File: config.mk
export PLATFORM = sky130hd
export DESIGN_NAME = hf_reader_rx_engine
export DESIGN_NICKNAME = d
export VERILOG_FILES = /design/src/rtl/hf_pkg.sv /design/src/rtl/hf_edge_filter.sv /design/src/rtl/hf_reader_rx_engine.sv
export SDC_FILE = /design/constraint.sdc
export NUM_CORES = 1
export LEC_CHECK = 0
export ABC_AREA = 1
export BUFFER_PORTS_ARGS = -buffer_cell sky130_fd_sc_hd__buf_2
export CAP_MARGIN = 30
export CORE_UTILIZATION = 25
export CTS_BUF_LIST = sky130_fd_sc_hd__clkbuf_4
export DETAILED_ROUTE_END_ITERATION = 10
export GPL_ROUTABILITY_DRIVEN = 0
export PLACE_DENSITY_LB_ADDON = 0.3
export SETUP_SLACK_MARGIN = 0.15
export SKIP_CTS_REPAIR_TIMING = 1
export SLEW_MARGIN = 20
export SYNTH_ARGS = -nofsm -noshare
export SYNTH_HDL_FRONTEND = slang
export SYNTH_SLANG_ARGS = --single-unit
File: constraint.sdc
create_clock -name osc_clk -period 8.3 [get_ports osc_clk]
set_input_delay 0.83 -clock osc_clk [delete_from_list [all_inputs] [get_ports osc_clk]]
set_output_delay 0.83 -clock osc_clk [all_outputs]
set_load 0.1 [all_outputs]
File: src/rtl/hf_pkg.sv
// Shared definitions for the HF reader receive datapath.
// Contents: mode encodings driven on mod_type, and the edge-filter output width helper.
package hf_pkg;

  // mod_type encodings shared with the rest of the HF image
  localparam logic [2:0] SNIFFER       = 3'b000;
  localparam logic [2:0] TAGSIM_LISTEN = 3'b001;
  localparam logic [2:0] TAGSIM_MOD    = 3'b010;
  localparam logic [2:0] READER_LISTEN = 3'b011;
  localparam logic [2:0] READER_MOD    = 3'b100;

  // Filter output width. Each term is at most 3*(2^adc_w-1), so the signed difference
  // needs adc_w+2 magnitude bits plus a sign bit.
  function automatic int unsigned filt_w(input int unsigned adc_w);
    return adc_w + 3;
  endfunction

endpackage

File: src/rtl/hf_edge_filter.sv
// Gaussian-derivative edge filter on ADC samples.
// Ports:
//   clk_i    - clock; state updates on the falling edge
//   rst_i    - synchronous active-high reset, clears the delay line
//   adc_d_i  - unsigned ADC sample
//   f_o      - signed filter output (2*p4 + p3) - (2*adc + p1), combinational
// The delay line p1..p4 (p1 newest) shifts every tick; f_o uses the pre-shift values.
module hf_edge_filter
  import hf_pkg::*;
#(
  parameter int unsigned ADC_W = 8,
  localparam int unsigned FW   = filt_w(ADC_W)
) (
  input  logic                 clk_i,
  input  logic                 rst_i,
  input  logic [ADC_W-1:0]     adc_d_i,
  output logic signed [FW-1:0] f_o
);

  logic [ADC_W-1:0] p1_q, p2_q, p3_q, p4_q;
  logic [FW-1:0]    sum_old, sum_new;

  always_ff @(negedge clk_i) begin
    if (rst_i) begin
      p1_q <= '0;
      p2_q <= '0;
      p3_q <= '0;
      p4_q <= '0;
    end else begin
      p1_q <= adc_d_i;
      p2_q <= p1_q;
      p3_q <= p2_q;
      p4_q <= p3_q;
    end
  end

  always_comb begin
    sum_old = {2'b00, p4_q, 1'b0} + {3'b000, p3_q};
    sum_new = {2'b00, adc_d_i, 1'b0} + {3'b000, p1_q};
    // Modular subtraction reinterpreted as signed; the range always fits FW bits.
    f_o     = $signed(sum_old - sum_new);
  end

endmodule

File: src/rtl/hf_reader_rx_engine.sv
// HF reader-side receive datapath: edge filter, subcarrier detector, frame assembler,
// SSP clock/frame/data generator and registered carrier enable.
// Ports:
//   osc_clk        - sole clock, all state on the falling edge
//   reset          - synchronous active-high reset
//   adc_d          - ADC sample
//   mod_type       - operating mode (READER_LISTEN / READER_MOD / idle)
//   edge_threshold - detector threshold, unsigned
//   resync         - single-tick pulse realigning bit/frame timing
//   ssp_dout       - ARM modulation request (1 = pause carrier)
//   ssp_clk, ssp_frame, ssp_din - SSP link toward the ARM
//   pwr_hi_en      - carrier enable
//   curbit         - current detector decision
//   rx_byte        - last assembled frame, MSB oldest; rx_valid pulses when it updates
// Optional: define HF_RX_GLITCH_FILTER_EN to require two agreeing windows before curbit moves.
module hf_reader_rx_engine
  import hf_pkg::*;
#(
  parameter int unsigned ADC_W       = 8,
  parameter int unsigned BIT_TICKS   = 16,
  parameter int unsigned FRAME_BITS  = 8,
  parameter int unsigned RESET_PHASE = 4
) (
  input  logic                  osc_clk,
  input  logic                  reset,
  input  logic [ADC_W-1:0]      adc_d,
  input  logic [2:0]            mod_type,
  input  logic [7:0]            edge_threshold,
  input  logic                  resync,
  input  logic                  ssp_dout,
  output logic                  ssp_clk,
  output logic                  ssp_frame,
  output logic                  ssp_din,
  output logic                  pwr_hi_en,
  output logic                  curbit,
  output logic [FRAME_BITS-1:0] rx_byte,
  output logic                  rx_valid
);

  localparam int unsigned FW         = filt_w(ADC_W);
  localparam int unsigned TotalTicks = BIT_TICKS * FRAME_BITS;
  localparam int unsigned CntW       = $clog2(TotalTicks);
  localparam int unsigned PhW        = $clog2(BIT_TICKS);

  logic signed [FW-1:0]  f, thr, neg_thr;
  logic signed [FW-1:0]  fall_max_q, fall_max_d, rise_max_q, rise_max_d;
  logic [CntW-1:0]       cnt_q, cnt_d;
  logic [PhW-1:0]        phase;
  logic [FRAME_BITS-1:0] sr_q, sr_d, rx_byte_q, rx_byte_d;
  logic curbit_q, curbit_d, ssp_din_q, ssp_din_d, ssp_clk_q, ssp_clk_d;
  logic ssp_frame_q, ssp_frame_d, pwr_q, pwr_d, rx_valid_q, rx_valid_d;
  logic cnt_last, f_pos, decision, curbit_next;

  hf_edge_filter #(
    .ADC_W (ADC_W)
  ) u_edge_filter (
    .clk_i   (osc_clk),
    .rst_i   (reset),
    .adc_d_i (adc_d),
    .f_o     (f)
  );

  assign phase    = cnt_q[PhW-1:0];
  assign cnt_last = (cnt_q == CntW'(TotalTicks - 1));
  assign f_pos    = ~f[FW-1] & (|f);
  assign thr      = $signed({{(FW-8){1'b0}}, edge_threshold});
  assign neg_thr  = -thr;
  // Subcarrier present only if both a strong falling and a strong rising edge were seen
  assign decision = (fall_max_q > thr) && (rise_max_q < neg_thr);

`ifdef HF_RX_GLITCH_FILTER_EN
  logic dec_prev_q;

  always_ff @(negedge osc_clk) begin
    if (reset) begin
      dec_prev_q <= 1'b0;
    end else if (!resync && phase == PhW'(RESET_PHASE)) begin
      dec_prev_q <= decision;
    end
  end

  // Move only when this window and the previous one agree
  assign curbit_next = (decision == dec_prev_q) ? decision : curbit_q;
`else
  assign curbit_next = decision;
`endif

  always_comb begin
    cnt_d       = cnt_last ? '0 : cnt_q + 1'b1;
    fall_max_d  = fall_max_q;
    rise_max_d  = rise_max_q;
    sr_d        = sr_q;
    curbit_d    = curbit_q;
    ssp_din_d   = ssp_din_q;
    ssp_clk_d   = ssp_clk_q;
    ssp_frame_d = ssp_frame_q;
    rx_byte_d   = rx_byte_q;
    rx_valid_d  = 1'b0;

    case (mod_type)
      READER_LISTEN: pwr_d = 1'b1;
      READER_MOD:    pwr_d = ~ssp_dout;
      default:       pwr_d = 1'b0;
    endcase

    if (phase == PhW'(RESET_PHASE)) begin
      // Evaluate and restart the window; this tick's sample is dropped
      curbit_d   = curbit_next;
      fall_max_d = '0;
      rise_max_d = '0;
    end else if (f_pos && (f > fall_max_q)) begin
      fall_max_d = f;
    end else if (!f_pos && (f < rise_max_q)) begin
      rise_max_d = f;
    end

    if (phase == '0) begin
      sr_d      = {sr_q[FRAME_BITS-2:0], curbit_q};
      ssp_din_d = (mod_type == READER_LISTEN) && curbit_q;
      ssp_clk_d = 1'b1;
    end
    if (phase == PhW'(BIT_TICKS / 2)) ssp_clk_d = 1'b0;

    if (cnt_q == CntW'(BIT_TICKS / 2 - 1))             ssp_frame_d = 1'b1;
    if (cnt_q == CntW'(BIT_TICKS + BIT_TICKS / 2 - 1)) ssp_frame_d = 1'b0;

    if (cnt_last) begin
      rx_byte_d  = sr_q;
      rx_valid_d = 1'b1;
    end

    if (resync) begin
      // Truncated frame is dropped; decision/data outputs keep their last value
      cnt_d       = '0;
      fall_max_d  = '0;
      rise_max_d  = '0;
      sr_d        = '0;
      ssp_clk_d   = 1'b0;
      ssp_frame_d = 1'b0;
      rx_valid_d  = 1'b0;
      curbit_d    = curbit_q;
      ssp_din_d   = ssp_din_q;
      rx_byte_d   = rx_byte_q;
    end
  end

  always_ff @(negedge osc_clk) begin
    if (reset) begin
      cnt_q       <= '0;
      fall_max_q  <= '0;
      rise_max_q  <= '0;
      sr_q        <= '0;
      curbit_q    <= 1'b0;
      ssp_din_q   <= 1'b0;
      ssp_clk_q   <= 1'b0;
      ssp_frame_q <= 1'b0;
      pwr_q       <= 1'b0;
      rx_byte_q   <= '0;
      rx_valid_q  <= 1'b0;
    end else begin
      cnt_q       <= cnt_d;
      fall_max_q  <= fall_max_d;
      rise_max_q  <= rise_max_d;
      sr_q        <= sr_d;
      curbit_q    <= curbit_d;
      ssp_din_q   <= ssp_din_d;
      ssp_clk_q   <= ssp_clk_d;
      ssp_frame_q <= ssp_frame_d;
      pwr_q       <= pwr_d;
      rx_byte_q   <= rx_byte_d;
      rx_valid_q  <= rx_valid_d;
    end
  end

  assign ssp_clk   = ssp_clk_q;
  assign ssp_frame = ssp_frame_q;
  assign ssp_din   = ssp_din_q;
  assign pwr_hi_en = pwr_q;
  assign curbit    = curbit_q;
  assign rx_byte   = rx_byte_q;
  assign rx_valid  = rx_valid_q;

endmodule

; ---- After elaboration in Yosys (flattened, before gate mapping)
; Cells that the tools add are included.
[classes]
addsub = 5
mul = 0
n_div = 0
magnitude_cmp = 4
eq_ne = 7
shifts = 0
mux = 2
bitwise_logic = 5
n_reduce_logical = 16
[ops]
columns = operator, count
row1 = 11-bit less-than comparator, 2
row2 = 9-bit by 8-bit adder with 10-bit output, 2
row3 = 3-bit OR reduction, 4
row4 = 11-bit > comparator, 1
row5 = 11-bit by 9-bit > comparator with 1-bit output, 1
row6 = 8-bit negation with 11-bit output, 1
row7 = 11-bit OR reduction, 1
row8 = 11-bit subtractor, 1
row9 = 2-bit AND reduction, 4
row10 = 7-bit by 1-bit adder with 7-bit output (second input constant), 1
row11 = 7-bit by 3-bit equality test with 1-bit output (second input constant), 1
row12 = 7-bit by 5-bit equality test with 1-bit output (second input constant), 1
row13 = 7-bit equality test (second input constant), 1
row14 = 4-bit by 3-bit equality test with 1-bit output (second input constant), 1
row15 = 4-bit equality test (second input constant), 1
row16 = 1-bit logical AND, 4
row17 = 4-bit zero test, 1
row18 = 1-bit inverter, 4
row19 = 3-bit by 2-bit equality test with 1-bit output (second input constant), 1
row20 = 3-bit equality test (second input constant), 1
row21 = 1-bit one-hot mux with 2 select lines, 1
row22 = 2-bit OR reduction, 1
row23 = 1-bit bitwise AND, 1
row24 = 1-bit zero test, 1
row25 = 1-bit two-way mux, 1
[totals]
reg_bits = 83
latchBits = 0
mem_bits_rw = 0
romBits = 0
inputBits = 23
out_inout_bits = 14
wordCells = 54
mem_count = 0

; ---- Longest topological paths before layout
; Gate-level depths: netlist of the first run.
[logic_depth]
depth_word = 7
ltp_mapped = 29

; ---- By module
; Synthesis of the first run repeated with hierarchy kept, for this count alone.
[hier_totals]
hier_cells = 695
hier_area_um2 = 5037.3
[by_module_without_submodules]
columns = module, instances, cells_each, area_each_um2, seq_area_each_um2
row1 = hf_reader_rx_engine, 1, 469, 3249.4, 1021.0
row2 = hf_edge_filter, 1, 226, 1788.0, 640.6

==> impl_metrics.env, run 1 <==
export IMPL_crit_path_end="rise_max_q[4]"
export IMPL_hold_viol_final=0
export IMPL_ant_nets=0
export IMPL_critical_path_top_delay_family="compound AO/OA/AOI/OAI gates"
export IMPL_status="finished clean"
export IMPL_crit_path_start_kind="input pin"
export IMPL_clk_latency_ns=0.51
export IMPL_gr_usage_met3=0.04125
export IMPL_area_growth_synth_to_final_pct=29.90
export IMPL_grt_usage=0.1189
export IMPL_cts_sinks=83
export IMPL_reg2reg_depth=25
export IMPL_worst_path_buf_inv=4
export IMPL_syn_area_um2=4984
export IMPL_avgViaCountPerCell=4.092
export IMPL_slowest_stage="ha_1"
export IMPL_synth_top_cell_area_share=0.3334
export IMPL_ys_async_sr_fraction=0
export IMPL_antenna_found_initial=0
export IMPL_portBuffers=36
export IMPL_worst_path_stages=29
export IMPL_synth_nets=791
export IMPL_synthTopCellsByArea="dfxtp_1, ha_1, nand2_1, inv_1, nor2_1"
export IMPL_timing_final_ws_setup_ns=0.3490
export IMPL_ys_flop_type="dfxtp_1"
export IMPL_io_pins=37
export IMPL_netlist_instances=700
export IMPL_crit_required_ns=4.56
export IMPL_tightest_slew_ns=0.7122
export IMPL_clk_pin_slew_ns=0.04
export IMPL_whs_ns=0.3978
export IMPL_rows=51
export IMPL_cellPowerDensity_nw_per_um2=180.9
export IMPL_yosys_warnings=0
export IMPL_busiest_layer="met2"
export IMPL_hp_class="reg -> reg"
export IMPL_rsz0062_at_grt="true"
export IMPL_cts_buffers=9
export IMPL_synth_seq_cells=83
export IMPL_wirelength_um=11500
export IMPL_fin_skew_ns=0.03832
export IMPL_crit_fanout=7
export IMPL_nets=947
export IMPL_r2r_slack_ns=4.25
export IMPL_ys_types=35
export IMPL_clockBufferDepth=2
export IMPL_critical_path_max_stage_delay_ns=0.29
export IMPL_synth_area_per_cell_um2=7.119
export IMPL_grt_start_max_net_pins=44
export IMPL_synth_edf_count=0
export IMPL_worstReg2RegEnd="rise_max_q[4]"
export IMPL_yosysTopAreaCell="dfxtp_1"
export IMPL_critPathKind="in -> reg"
export IMPL_r2r_start="u_edge_filter.p3_q[1]"
export IMPL_dieArea_um2=20500
export IMPL_gr_total_overflow=0
export IMPL_synth_most_common_cell="nand2_1"
export IMPL_grt_use_met2=0.1928
export IMPL_core_area_um2=19530
export IMPL_vdd_drop_max_mv=0.08786
export IMPL_drive_gt1_frac=0.1765
export IMPL_dp_cells=1023
export IMPL_start_util=0.2552
export IMPL_die_w_um=143.2
export IMPL_crit_arrival_ns=4.21
export IMPL_final_cells=1127
export IMPL_cts_tree="built"
export IMPL_ys_seq_area_frac=0.3334
export IMPL_crit_top_cell="nand2_2"
export IMPL_hpwlAfterDp_um=8733
export IMPL_drc_errors=0
export IMPL_grtUsageMet1=0.1364
export IMPL_drv_slew=0
export IMPL_cts_root_buf="clkbuf_4"
export IMPL_dp_slack_ns=-0.2609
export IMPL_netlist_top_cells_count="nand2_1, inv_1, nor2_1"
export IMPL_first_iter_violations=100
export IMPL_slew_limit_headroom=0.5235
export IMPL_grt_pass1_wl_um=19260
export IMPL_grt_pass1_vias=4565
export IMPL_end_kind="flip-flop"
export IMPL_wl_per_cell_um=10.21
export IMPL_setup_violations=0
export IMPL_htree_levels=3
export IMPL_vias=4612
export IMPL_power_leakage_nw=3.466
export IMPL_drt_pass1_iter_count=4
export IMPL_maxCapViolations=0
export IMPL_die_h_um=143.2
export IMPL_startpoint="adc_d[2]"
## cell usage in the layout (no fill, tap or decap), drive strengths merged, types with 2 or more instances in the layout
cell type	instances
nand3	24
inv	209
xor2	17
or2	4
nor3	8
fa	3
nand2	140
o21ai	26
o21bai	2
nand3b	2
a21oi	52
a21boi	2
nand4	11
clkinv	4
clkbuf	10
o2111ai	2
xnor2	3
nor2	111
a211oi	5
buf	73
ha	65
dfxtp	83
o211ai	2
## power breakdown
group          switching [mW]  internal, mW
Clock                   0.264         0.123
Sequential             0.0157         0.416
Combinational           0.200         0.152
## per-layer routing
| metal | part of all wire | wire, um |
|---|---|---|
| met1 | 0.50 | 5732 |
| met2 | 0.46 | 5340 |
| met3 | 0.028 | 324 |
| met4 | 0.0091 | 105 |
| met5 | 0 | 0 |
## sequential cells by signal, indices dropped and copies added (netlist names)
name,cells
fall_max_q,11
rise_max_q,11
rx_byte,8
sr_q,8
u_edge_filter.p1_q,8
u_edge_filter.p2_q,8
u_edge_filter.p3_q,8
u_edge_filter.p4_q,8
cnt_q,7
curbit,1
pwr_hi_en,1
rx_valid,1
ssp_clk,1
ssp_din,1
ssp_frame,1
## tightest hold or removal path, delay by kind of cell (launching register included)
kind,cells,cell delay (ns)
and+or+nand+nor,1,0.03
DFF,1,0.29
buffers and inverters,1,0.04
## per-stage QoR
step / total power, mW / instance area (um^2) / setup TNS, ns / utilization
2_1_floorplan: 0.7102 / 5066 / 0 / -
3_3_place_gp: 0.8194 / 5777 / -2.947 / 0.2958
3_5_place_dp: 0.8194 / 5777 / -4.081 / 0.2958
4_1_cts: 1.170 / 6228 / 0 / 0.3190
5_1_grt: 1.297 / 6471 / 0 / 0.3314
6_report: 1.171 / 6474 / 0 / 0.3315
## cell type report
| cell class | count | area [um^2] |
|---|---|---|
| Timing Repair Buffer | 74 | 509.2 |
| Clock inverter | 90 | 387.9 |
| Multi-Input combinational cell | 482 | 3049 |
| Fill cell | 2218 | 13050 |
| Antenna cell | 1 | 2.502 |
| Inverter | 123 | 464.2 |
| Tap cell | 265 | 331.6 |
| Clock buffer | 9 | 67.56 |
| Sequential cell | 83 | 1662 |
## how the worst min path moves through the flow
| stage | slack [ns] | from | end | cells after the start |
|---|---|---|---|---|
| finish | 0.40 | u_edge_filter.p2_q[6] | u_edge_filter.p3_q[6] | 2 |
| global route | 0.39 | u_edge_filter.p2_q[6] | u_edge_filter.p3_q[6] | 2 |
| floorplan | 0.39 | u_edge_filter.p2_q[0] | u_edge_filter.p3_q[0] | 2 |
| global placement | 0.39 | u_edge_filter.p2_q[2] | u_edge_filter.p3_q[2] | 2 |
| CTS | 0.40 | u_edge_filter.p2_q[7] | u_edge_filter.p3_q[7] | 2 |
| detailed placement | 0.39 | u_edge_filter.p2_q[6] | u_edge_filter.p3_q[6] | 2 |
## logic make-up (layout without fill, tap and decap cells)
kind of cell             count (synthesis)  count (layout)  synth area share
flip-flops                              83              83            0.3334
AO/OA/AOI/OAI                           93              93            0.1029
other                                    0               1                 0
XOR/XNOR                                20              20           0.03515
buffers and inverters                  135             296            0.1044
adder cells (fa/ha/maj)                 68              68            0.1752
AND/OR/NAND/NOR                        301             301            0.2488
Power figures use the tool's default switching activity.
==> run 2, diff against run 1 <==
- ABC_AREA: 1 -> unset
==> run 2 against run 1 <==
Net effect: the run now ends with negative setup slack left; critical path depth decreased by 4; register-to-register slack worse by 0.52 ns; clock skew is 0.0053 ns lower; largest power group unchanged; critical endpoint is now fall_max_q[0].
==> impl_metrics.env, run 2 <==
export IMPL_hpwlAfterDp_um=8557
export IMPL_io_pins=37
export IMPL_start_util=0.2570
export IMPL_crit_required_ns=4.53
export IMPL_drc_errors=0
export IMPL_end_kind="flip-flop"
export IMPL_yosys_warnings=0
export IMPL_clk_pin_slew_ns=0.06
export IMPL_timing_final_ws_setup_ns=-0.2615
export IMPL_ys_flop_type="dfxtp_1"
export IMPL_die_h_um=144.1
export IMPL_comb_power_share=0.328
export IMPL_drt_pass1_iter_count=4
export IMPL_syn_area_um2=5051
export IMPL_final_cells=1015
export IMPL_wirelength_um=11830
export IMPL_ys_async_sr_fraction=0
export IMPL_crit_path_start_kind="input pin"
export IMPL_rows=51
export IMPL_synth_area_per_cell_um2=8.893
export IMPL_maxCapViolations=0
export IMPL_p_int_mw=0.7284
export IMPL_synth_nets=659
export IMPL_grt_pass1_vias=4180
export IMPL_synth_simple_area_share=0.1959
export IMPL_drive_gt1_frac=0.2293
export IMPL_hp_class="reg -> reg"
export IMPL_ys_seq_area_frac=0.3290
export IMPL_cts_sinks=83
export IMPL_dp_slack_ns=-0.7392
export IMPL_drv_slew=0
export IMPL_die_w_um=144.1
export IMPL_grt_pass1_wl_um=18580
export IMPL_synth_xor_area_frac=0.04508
export IMPL_violations="negative setup slack"
export IMPL_portBuffers=36
export IMPL_gr_total_overflow=0
export IMPL_rsz0062_at_grt="true"
export IMPL_yosysTopAreaCell="dfxtp_1"
export IMPL_antenna_found_initial=0
export IMPL_most_common_layout_cells="inv_1, dfxtp_1, ha_1, buf_4, nor2_1"
export IMPL_whs_ns=0.4139
export IMPL_pwr_share_clk=0.321
export IMPL_crit_fanout=7
export IMPL_cts_tree="built"
export IMPL_muxShareOfSynthArea=0.05747
export IMPL_synthTopCellsByArea="dfxtp_1, ha_1, mux2i_1, nor2b_1, inv_1"
export IMPL_synth_compound_area_frac=0.1452
export IMPL_core_area_um2=19650
export IMPL_grt_start_max_net_pins=47
export IMPL_vias=4401
export IMPL_htree_levels=3
export IMPL_synth_adder_area_share=0.1729
export IMPL_status="complete, but fails checks"
export IMPL_clockBufferDepth=2
export IMPL_cts_root_buf="clkbuf_4"
export IMPL_switchingPower_mw=0.4825
export IMPL_num_antenna_cells=0
export IMPL_wl_per_cell_um=11.66
export IMPL_vdd_drop_max_mv=0.1278
export IMPL_power_leakage_nw=3.298
export IMPL_synth_most_common_cell="dfxtp_1"
export IMPL_cellPowerDensity_nw_per_um2=179.2
export IMPL_setup_violations=22
export IMPL_synth_top_family_by_area="simple AND/OR/NAND/NOR gates"
export IMPL_dp_cells=909
export IMPL_clk_latency_ns=0.52
export IMPL_hold_viol_final=0
export IMPL_fin_skew_ns=0.03301
export IMPL_synth_edf_count=0
export IMPL_ys_types=64
export IMPL_avgViaCountPerCell=4.336
export IMPL_synth_seq_cells=83
export IMPL_nets=836
export IMPL_layout_commonest_cell="inv_1"
export IMPL_grt_usage=0.1151
export IMPL_power_share_sequential=0.351
export IMPL_dieArea_um2=20780
export IMPL_sw_frac_of_total=0.3984
export IMPL_netlist_top_cells_count="dfxtp_1, ha_1, inv_1"
export IMPL_slew_limit_headroom=0.4363
export IMPL_crit_arrival_ns=4.79
export IMPL_first_iter_violations=221
export IMPL_area_growth_synth_to_final_pct=33.76
export IMPL_critPathKind="in -> reg"
export IMPL_synth_top_cell_area_share=0.3290
export IMPL_cts_buffers=9
export IMPL_tightest_slew_ns=0.8456
export IMPL_netlist_instances=568
export IMPL_ant_nets=0
export IMPL_reg_top3="fall_max_q (11), rise_max_q (11)"
==> run 2: changes by cell type after synthesis, sizes merged, moves of 10 or more <==
| cell | before | now |
|---|---|---|
| xnor2 | 3 | 17 |
| nor2b | 0 | 37 |
| mux2i | 0 | 29 |
| nand2 | 140 | 31 |
| nor2 | 111 | 47 |
| a21oi | 52 | 34 |
| inv | 124 | 56 |
| a21o | 1 | 11 |
==> run 2: power by group through the flow <==
| stage | combinational (mW) | clock (mW) | sequential (mW) |
|---|---|---|---|
| 6_report | 0.397 | 0.389 | 0.426 |
| 3_5_place_dp | 0.345 | 0.0613 | 0.432 |
| 2_1_floorplan | 0.226 | 0.0613 | 0.431 |
| 5_1_grt | 0.442 | 0.460 | 0.426 |
| 3_3_place_gp | 0.344 | 0.0613 | 0.433 |
| 4_1_cts | 0.348 | 0.417 | 0.424 |
==> run 2: final cells by class <==
cell class              count  area, um^2
inverters                  55       206.4
clock inverters            90       380.4
flip-flops and latches     83        1662
well taps                 265       331.6
clock buffers               9       67.56
repair buffers             97       683.2
multi-input cells         416        3426
fillers                  2148       12900
==> run 2: cells by family after synthesis <==
logic type      after synthesis
compound gates              107
xor+xnor                     26
fa+ha+maj                    68
buf+inv                      71
flops                        83
mux                          29
simple gates                184
==> run 2: final timing paths <==
path	startpoint	to	slack (ns)	depth (start not counted)
setup / recovery	adc_d[1]	fall_max_q[0]	-0.26	25
hold / removal	u_edge_filter.p3_q[0]	u_edge_filter.p4_q[0]	0.41	2
setup reg to reg	u_edge_filter.p3_q[1]	fall_max_q[0]	3.73	25
hold reg to reg	u_edge_filter.p3_q[0]	u_edge_filter.p4_q[0]	0.41	2
==> run 2: per-layer routing <==
metal  track usage  vias up  share of wire
li1              -     2343              -
met1        0.1430     1996           0.50
met2        0.1734       51           0.46
met3       0.04007       11          0.028
met4       0.06260        0          0.011
met5             0        -              0
==> run 2: worst max-delay path: stages <==
cell and delay [ns]:
buf_8 0.10, buf_6 0.11, fa_2 0.40, a21oi_2 0.15
nor2_1 0.06, nor2_2 0.11, o21bai_1 0.10, a21oi_2 0.21
xor2_2 0.21, ha_4 0.25, a21o_1 0.18, a21oi_2 0.15
o31ai_2 0.09, a21oi_2 0.18, ha_1 0.28, nand3_2 0.08
nor2_2 0.05, o21a_1 0.13, a2111oi_4 0.31, nand2_1 0.13
o22ai_2 0.20, a211oi_2 0.06, buf_4 0.16, clkbuf_16 0.16
mux2i_1 0.11
==> run 2: through the flow <==
stage | util | power [mW] | cell area [um^2] | setup TNS (ns)
after global placement | 0.3049 | 0.8375 | 5993 | -14.89
final | 0.3438 | 1.211 | 6756 | -3.106
after CTS | 0.3275 | 1.189 | 6437 | -3.836
after global routing | 0.3438 | 1.328 | 6756 | -8.597
after floorplan | - | 0.7179 | 5132 | -7.626
after detailed placement | 0.3049 | 0.8389 | 5993 | -15.70
